`src/rtl/pipe_stage_reg_if.sv`:
```
// Bundle for the pipeline register: hazard controls and the payload in, stage DEPTH state out.
// The master drives the controls and payload; the slave is the register chain.
interface pipe_stage_reg_if #(
  parameter int unsigned DATA_W = 32,
  parameter int unsigned CTRL_W = 12
);
  logic              StallIn;
  logic              FlushIn;
  logic              FlushAllIn;
  logic              ValidIn;
  logic [DATA_W-1:0] DataIn;
  logic [CTRL_W-1:0] CtrlIn;
  logic [DATA_W-1:0] DataOut;
  logic [CTRL_W-1:0] CtrlOut;
  logic              ValidOut;
  logic [2:0]        Occupancy;
  logic [15:0]       BubbleCnt;

  modport master (
    output StallIn, FlushIn, FlushAllIn, ValidIn, DataIn, CtrlIn,
    input  DataOut, CtrlOut, ValidOut, Occupancy, BubbleCnt
  );

  modport slave (
    input  StallIn, FlushIn, FlushAllIn, ValidIn, DataIn, CtrlIn,
    output DataOut, CtrlOut, ValidOut, Occupancy, BubbleCnt
  );
endinterface

```
`src/rtl/pipe_stage_reg.sv`:
```
// Chain of DEPTH pipeline registers with stall, single-stage flush and full flush.
// Keeps a count of valid stages and a saturating count of flush-inserted bubbles.
module pipe_stage_reg #(
  parameter int unsigned DATA_W     = 32,
  parameter int unsigned CTRL_W     = 12,
  parameter int unsigned DEPTH      = 1,
  parameter bit          CLEAR_DATA = 1'b1
) (
  input logic             clk,
  input logic             reset,
  pipe_stage_reg_if.slave bus
);

  if (DEPTH < 1 || DEPTH > 4) begin : g_depth_check
    $error("pipe_stage_reg: DEPTH must be in 1..4");
  end

  logic [DEPTH-1:0]  valid_q, valid_d;
  logic [CTRL_W-1:0] ctrl_q [DEPTH];
  logic [CTRL_W-1:0] ctrl_d [DEPTH];
  logic [DATA_W-1:0] data_q [DEPTH];
  logic [DATA_W-1:0] data_d [DEPTH];
  logic [2:0]        occ_q, occ_d;
  logic [15:0]       bub_q, bub_d;

  // A bubble either zeroes the payload or leaves the old one in place.
  function automatic logic [DATA_W-1:0] bubble_data(input logic [DATA_W-1:0] d);
    return CLEAR_DATA ? '0 : d;
  endfunction

  always_comb begin
    valid_d = valid_q;
    ctrl_d  = ctrl_q;
    data_d  = data_q;
    bub_d   = bub_q;
    occ_d   = '0;
    if (bus.FlushAllIn) begin
      valid_d = '0;
      for (int k = 0; k < int'(DEPTH); k++) begin
        ctrl_d[k] = '0;
        data_d[k] = bubble_data(data_q[k]);
      end
    end else begin
      if (!bus.StallIn) begin
        for (int k = 1; k < int'(DEPTH); k++) begin
          valid_d[k] = valid_q[k-1];
          ctrl_d[k]  = ctrl_q[k-1];
          data_d[k]  = data_q[k-1];
        end
      end
      // Flush (with or without stall) and an empty slot both bubble stage 1.
      if (bus.FlushIn || (!bus.StallIn && !bus.ValidIn)) begin
        valid_d[0] = 1'b0;
        ctrl_d[0]  = '0;
        data_d[0]  = bubble_data(data_q[0]);
      end else if (!bus.StallIn) begin
        valid_d[0] = 1'b1;
        ctrl_d[0]  = bus.CtrlIn;
        data_d[0]  = bus.DataIn;
      end
      if (bus.FlushIn && (bub_q != 16'hFFFF)) begin
        bub_d = bub_q + 16'd1;
      end
    end
    for (int k = 0; k < int'(DEPTH); k++) begin
      occ_d = occ_d + 3'(valid_d[k]);
    end
  end

  always_ff @(posedge clk or negedge reset) begin
    if (!reset) begin
      valid_q <= '0;
      occ_q   <= '0;
      bub_q   <= '0;
      for (int k = 0; k < int'(DEPTH); k++) begin
        ctrl_q[k] <= '0;
        data_q[k] <= '0;
      end
    end else begin
      valid_q <= valid_d;
      ctrl_q  <= ctrl_d;
      data_q  <= data_d;
      occ_q   <= occ_d;
      bub_q   <= bub_d;
    end
  end

  assign bus.DataOut   = data_q[DEPTH-1];
  assign bus.CtrlOut   = ctrl_q[DEPTH-1];
  assign bus.ValidOut  = valid_q[DEPTH-1];
  assign bus.Occupancy = occ_q;
  assign bus.BubbleCnt = bub_q;

endmodule
```
`src/flat_wrapper.sv`:
```
// flat-port wrapper written by rule: the top's interface ports become plain ports
module pipe_stage_reg_flat 
#(
  parameter int unsigned DATA_W     = 32,
  parameter int unsigned CTRL_W     = 12,
  parameter int unsigned DEPTH      = 1,
  parameter bit          CLEAR_DATA = 1'b1
)
  (clk, reset, bus_StallIn, bus_FlushIn, bus_FlushAllIn, bus_ValidIn, bus_DataIn, bus_CtrlIn, bus_DataOut, bus_CtrlOut, bus_ValidOut, bus_Occupancy, bus_BubbleCnt);
  pipe_stage_reg_if #(.DATA_W(DATA_W), .CTRL_W(CTRL_W)) bus_i ();
  input logic clk;
  input logic reset;
  input wire logic [$bits(bus_i.StallIn)-1:0] bus_StallIn;
  input wire logic [$bits(bus_i.FlushIn)-1:0] bus_FlushIn;
  input wire logic [$bits(bus_i.FlushAllIn)-1:0] bus_FlushAllIn;
  input wire logic [$bits(bus_i.ValidIn)-1:0] bus_ValidIn;
  input wire logic [$bits(bus_i.DataIn)-1:0] bus_DataIn;
  input wire logic [$bits(bus_i.CtrlIn)-1:0] bus_CtrlIn;
  output wire logic [$bits(bus_i.DataOut)-1:0] bus_DataOut;
  output wire logic [$bits(bus_i.CtrlOut)-1:0] bus_CtrlOut;
  output wire logic [$bits(bus_i.ValidOut)-1:0] bus_ValidOut;
  output wire logic [$bits(bus_i.Occupancy)-1:0] bus_Occupancy;
  output wire logic [$bits(bus_i.BubbleCnt)-1:0] bus_BubbleCnt;
  assign bus_i.StallIn = bus_StallIn;
  assign bus_i.FlushIn = bus_FlushIn;
  assign bus_i.FlushAllIn = bus_FlushAllIn;
  assign bus_i.ValidIn = bus_ValidIn;
  assign bus_i.DataIn = bus_DataIn;
  assign bus_i.CtrlIn = bus_CtrlIn;
  assign bus_DataOut = bus_i.DataOut;
  assign bus_CtrlOut = bus_i.CtrlOut;
  assign bus_ValidOut = bus_i.ValidOut;
  assign bus_Occupancy = bus_i.Occupancy;
  assign bus_BubbleCnt = bus_i.BubbleCnt;
  pipe_stage_reg #(.DATA_W(DATA_W), .CTRL_W(CTRL_W), .DEPTH(DEPTH), .CLEAR_DATA(CLEAR_DATA)) u_core (.clk(clk), .reset(reset), .bus(bus_i));
endmodule
```
`config.mk`:
```
export PLATFORM = sky130hd
export DESIGN_NAME = pipe_stage_reg_flat
export DESIGN_NICKNAME = d
export VERILOG_FILES = /design/src/rtl/pipe_stage_reg_if.sv /design/src/rtl/pipe_stage_reg.sv /design/src/flat_wrapper.sv
export SDC_FILE = /design/constraint.sdc
export NUM_CORES = 1
export LEC_CHECK = 0
export BUFFER_PORTS_ARGS = -buffer_cell sky130_fd_sc_hd__buf_2
export CAP_MARGIN = 20
export CELL_PAD_IN_SITES_DETAIL_PLACEMENT = 0
export CELL_PAD_IN_SITES_GLOBAL_PLACEMENT = 2
export CORE_UTILIZATION = 31
export DETAILED_ROUTE_END_ITERATION = 8
export HOLD_SLACK_MARGIN = 0.05
export PLACE_DENSITY_LB_ADDON = 0.25
export SYNTH_ARGS = -nofsm -noshare
export SYNTH_HDL_FRONTEND = slang
export SYNTH_SLANG_ARGS = --single-unit
```
`constraint.sdc`:
```
create_clock -name clk -period 3.47 [get_ports clk]
set_input_delay 0.694 -clock clk [delete_from_list [all_inputs] [get_ports clk]]
set_output_delay 0.694 -clock clk [all_outputs]
set_load 0.01 [all_outputs]
```
# Word level (Yosys, flattened, before mapping)

Index checks and enable logic that the tools add are counted.

$add $sub $neg: 1
Equality and inequality tests: 2
Muxes and demuxes: 9
Bitwise operators: 1
Reduce and logical (&&, ||, !) cells: 6

Operator list:

| cell                                                                     | count |
|---|---|
| 32-bit 2-to-1 mux                                                        | 3 |
| 12-bit 2-to-1 mux                                                        | 3 |
| 16-bit by 1-bit adder with 16-bit output (second input constant)         | 1 |
| 16-bit inequality test (second input constant)                           | 1 |
| 1-bit 2-to-1 mux                                                         | 3 |
| 3-bit by 1-bit inequality test with 1-bit output (second input constant) | 1 |
| 1-bit logical AND                                                        | 2 |
| 1-bit logical NOT                                                        | 2 |
| 2-bit AND reduction                                                      | 1 |
| 1-bit logical OR                                                         | 1 |
| 1-bit inverter                                                           | 1 |

Register bits after elaboration: 61
Input bits: 50
Output and inout bits: 64

# Logic depth before layout (Yosys ltp)

Depth in word-level cells: 5
Gate-level depth with buffers: 6

# Worst setup path before layout

Ideal clock, no wire load.

Path kind: input-to-reg
Start point: input bus_FlushAllIn
End point: register u_core.ctrl_q (netlist bit u_core.bus.CtrlOut[10])
Setup time: 0.066 ns
Arrival: 1.692 ns
Data required time: 3.404 ns
Setup slack: 1.712 ns
Cell stages on the path: 3
Path buffers: 1
Cells stage by stage: nor3b_1 > clkbuf_1 > a22o_1

Cells in the longest elaborated chain, start to end: 1
Elaborated cells between the ends (all ways): 2
Those cells by class: 1 x eq/ne; 1 x mux

Ends and longest elaborated chain:

| what                                                                                            | RTL line             | source |
|---|---|---|
| start: declaration                                                                              | flat_wrapper.sv:15   | `input wire logic [$bits(bus_i.FlushAllIn)-1:0] bus_FlushAllIn;` |
| 3-bit by 1-bit inequality test with 1-bit output (no line) or 12-bit 2-to-1 mux (tied branches) | --                   |  |
| end signal: assignment                                                                          | pipe_stage_reg.sv:81 | `ctrl_q <= ctrl_d;` |
| end: declaration                                                                                | pipe_stage_reg.sv:19 | `logic [CTRL_W-1:0] ctrl_q [DEPTH];` |

Parallel ways exist; a longest one is shown, timed or not.
A chain may end at the register's enable or synchronous reset.

# Worst setup path after layout

Start point: input bus_FlushIn
End point: register u_core.data_q (netlist bit u_core.bus.DataOut[9])

Cells in the longest elaborated chain, start to end: 3
Elaborated cells between the ends (all ways): 4
Those cells by class: 1 x eq/ne; 2 x mux; 1 x reduce/logical

Ends and longest elaborated chain:

| what                   | RTL line             | source |
|---|---|---|
| start: declaration     | flat_wrapper.sv:14   | `input wire logic [$bits(bus_i.FlushIn)-1:0] bus_FlushIn;` |
| 1-bit logical OR *     | pipe_stage_reg.sv:52 | `if (bus.FlushIn \|\| (!bus.StallIn && !bus.ValidIn)) begin` |
| 32-bit 2-to-1 mux      | pipe_stage_reg.sv:52 |  |
| 32-bit 2-to-1 mux      | pipe_stage_reg.sv:37 | `if (bus.FlushAllIn) begin` |
| end signal: assignment | pipe_stage_reg.sv:82 | `data_q <= data_d;` |
| end: declaration       | pipe_stage_reg.sv:21 | `logic [DATA_W-1:0] data_q [DEPTH];` |

Every way passes the cells marked *; elsewhere a longest branch is shown, timed or not.

==> reports/qor.csv <==
metric,value,unit
outcome,finished clean,
vdd_drop_max,0.0001632,V
core.rowCount,32,
critPathMaxFanout,30,
power_leakage,0.001789,uW
gp_congestion,0.7421,
path_class,in -> reg,
wire_per_inst,15.08,um
ctsResizeCount,0,
synth_ff_type,dfrtp_1,
p_sw,443.9,uW
start_util,0.3205,
grt_pass1_wl,9818,um
crit_path_end_kind,flop,
pwr-share-comb,0.121,
r2r-end,u_core.bus.BubbleCnt[12],
cts_hold_buf,0,
setup_tns,0,ns
hold_violations,0,
drc_errors,0,
hp-start,u_core.bus.DataOut[31],
yosys_warnings,0,
first_global_vias,1953,
synth_top_cell_area_share,0.6196,
synth_area_per_cell,13.54,um2
die_w,91.15,um
async_flop_share,1.000,
floorplan.core_area,7687,um2
required,3.74,ns
postCtsSetupRepairBufs,0,
yosys.area.top_type,dfrtp_1,
antenna_cells,0,
insertion_delay,0.33,ns
clock-sinks,61,
cts_tree,yes,
rsz0062_at_grt,no,
cts-root-buf,clkbuf_8,
grt_max_degree,62,
r2r-start,u_core.bus.BubbleCnt[0],
synth-edff-count,0,
finish.net_count,346,
htree_num_levels,3,
globalRouteTotalUtil,0.1527,
viasPerCell,4.866,
ys_ff_latch,61,
slew_viol_final,0,
drv_cap,0,
relSlewSlack,0.4076,
min_period,1.817,ns
fin_skew,0.005523,ns
cp-start-kind,input port,
num_vias,1956,
first_pass_iters,4,
crit_arrival,2.09,ns
drive_gt1_frac,0.4600,
grt-ovfl-total,0,
r2r_slack,1.68,ns
synth_most_common_cell,dfrtp_1,
min_path_cells,1,
drtAntennaViolNets,0,
r2r_cells,5,
p_total,1665,uW
drt-initial-drc-count,43,
worstMarginPinSlew,0.8848,ns
numCtsBuffers,9,
finalCritPeriodShare,0.5237,
syn-cell-area,2464,um2
cts.clk_slew.worst_paths,0.07,ns
setup_viol,0,
synthCells,182,
pin_count,114,
die_area,8307,um2
hold_path_class,reg -> reg,
io_buffers,111,
drt-total-wl,6063,um
yosysSeqAreaShare,0.6196,
clockBufferDepth,2,
p_sw_frac,0.2666,
p_int,1221,uW
power.density,498.1,nW/um2
netlist-cell-type-count,36,
die_y,91.15,um
hold_end,u_core.bus.DataOut[31],
clkPwrFrac,0.392,
fmax,550.3,MHz
dp_hpwl,4175,um
p_seq_frac,0.487,
area_growth,35.70,%
antenna_found_initial,0,
ys_top_cells_by_area,"dfrtp_1 (62%), a22o_1 (16%), xnor2_1 (2.5%)",
yosys-top-cells-count,"dfrtp_1 (61), a22o_1 (44), clkbuf_1 (8)",
==> state kept, by name (all words and copies together) (netlist names) <==
name and count:
u_core.bus.BubbleCnt 16, u_core.bus.CtrlOut 12, u_core.bus.Occupancy 1, u_core.bus.DataOut 32
==> cells by family after synthesis <==
group	after synthesis	synth area share
AO/OA/AOI/OAI	56	0.1894
XOR/XNOR	14	0.04977
AND/OR/NAND/NOR	31	0.08990
buffers and inverters	15	0.03149
adder cells (fa/ha/maj)	1	0.005078
flip-flops	61	0.6196
other	1	0.001522
multiplexers	3	0.01320
==> final cells by class <==
class	instances	area (um2)
Clock buffer	11	151.4
Multi-Input combinational cell	107	877.1
Sequential cell	61	1526
Inverter	1	3.754
Clock inverter	5	58.81
Timing Repair Buffer	115	598.1
Tap cell	102	127.6
Fill cell	740	4344
==> metal layers <==
layer	wire, um	vias up	global-route usage
li1	-	911	-
met3	368	14	0.04439
met1	2770	961	0.2031
met5	0	-	0
met4	111	0	0.08069
met2	2813	70	0.2241
==> through the flow <==
stage | instances | setup slack (ns) | util | area [um2] | hold slack (ns)
3_5_place_dp | 386 | 1.299 | 0.4076 | 3133 | 0.4882
6_report | 402 | 1.653 | 0.4349 | 3343 | 0.4989
3_3_place_gp | 386 | 1.336 | 0.4076 | 3133 | 0.4821
2_1_floorplan | 183 | 1.712 | - | 2467 | 0.3984
4_1_cts | 402 | 1.641 | 0.4349 | 3343 | 0.5085
5_1_grt | 402 | 1.523 | 0.4349 | 3343 | 0.5192
==> placed cells by master (no fill, tap or decap), drive strengths merged, types with 2 or more instances in the layout <==
cell type,n
a21oi,3
a22o,44
and3,2
and4b,2
buf,115
clkbuf,11
clkinv,2
clkinvlp,2
conb,2
dfrtp,61
mux2,2
nand2,3
nand3,4
nand4,4
nor2,2
nor3,4
nor3b,2
nor4,2
o2111ai,3
o211ai,3
o21ai,2
xnor2,7
xor2,7
==> worst max-delay path, stage by stage <==
cell	delay, ns
buf_2	0.19
nor4b_4	0.77
buf_12	0.27
a22o_1	0.15
==> power groups by stage <==
stage          logic, uW  registers, uW  clock network (uW)
2_1_floorplan       74.7            836                   0
3_5_place_dp         204            823                   0
6_report             201            811                 654
4_1_cts              205            812                 669
5_1_grt              223            820                 705
3_3_place_gp         202            824                   0
==> how the worst max path moves through the flow <==
stage | from | endpoint | cells after the start
3_5_place_dp | bus_FlushAllIn | u_core.bus.DataOut[15] | 4
6_report | bus_FlushIn | u_core.bus.DataOut[9] | 4
3_3_place_gp | bus_FlushIn | u_core.bus.CtrlOut[0] | 4
4_1_cts | bus_FlushAllIn | u_core.bus.DataOut[9] | 4
5_1_grt | u_core.bus.BubbleCnt[0] | u_core.bus.BubbleCnt[12] | 5
2_1_floorplan | bus_FlushAllIn | u_core.bus.CtrlOut[10] | 3
No activity file was read; power rests on OpenSTA's default activity.
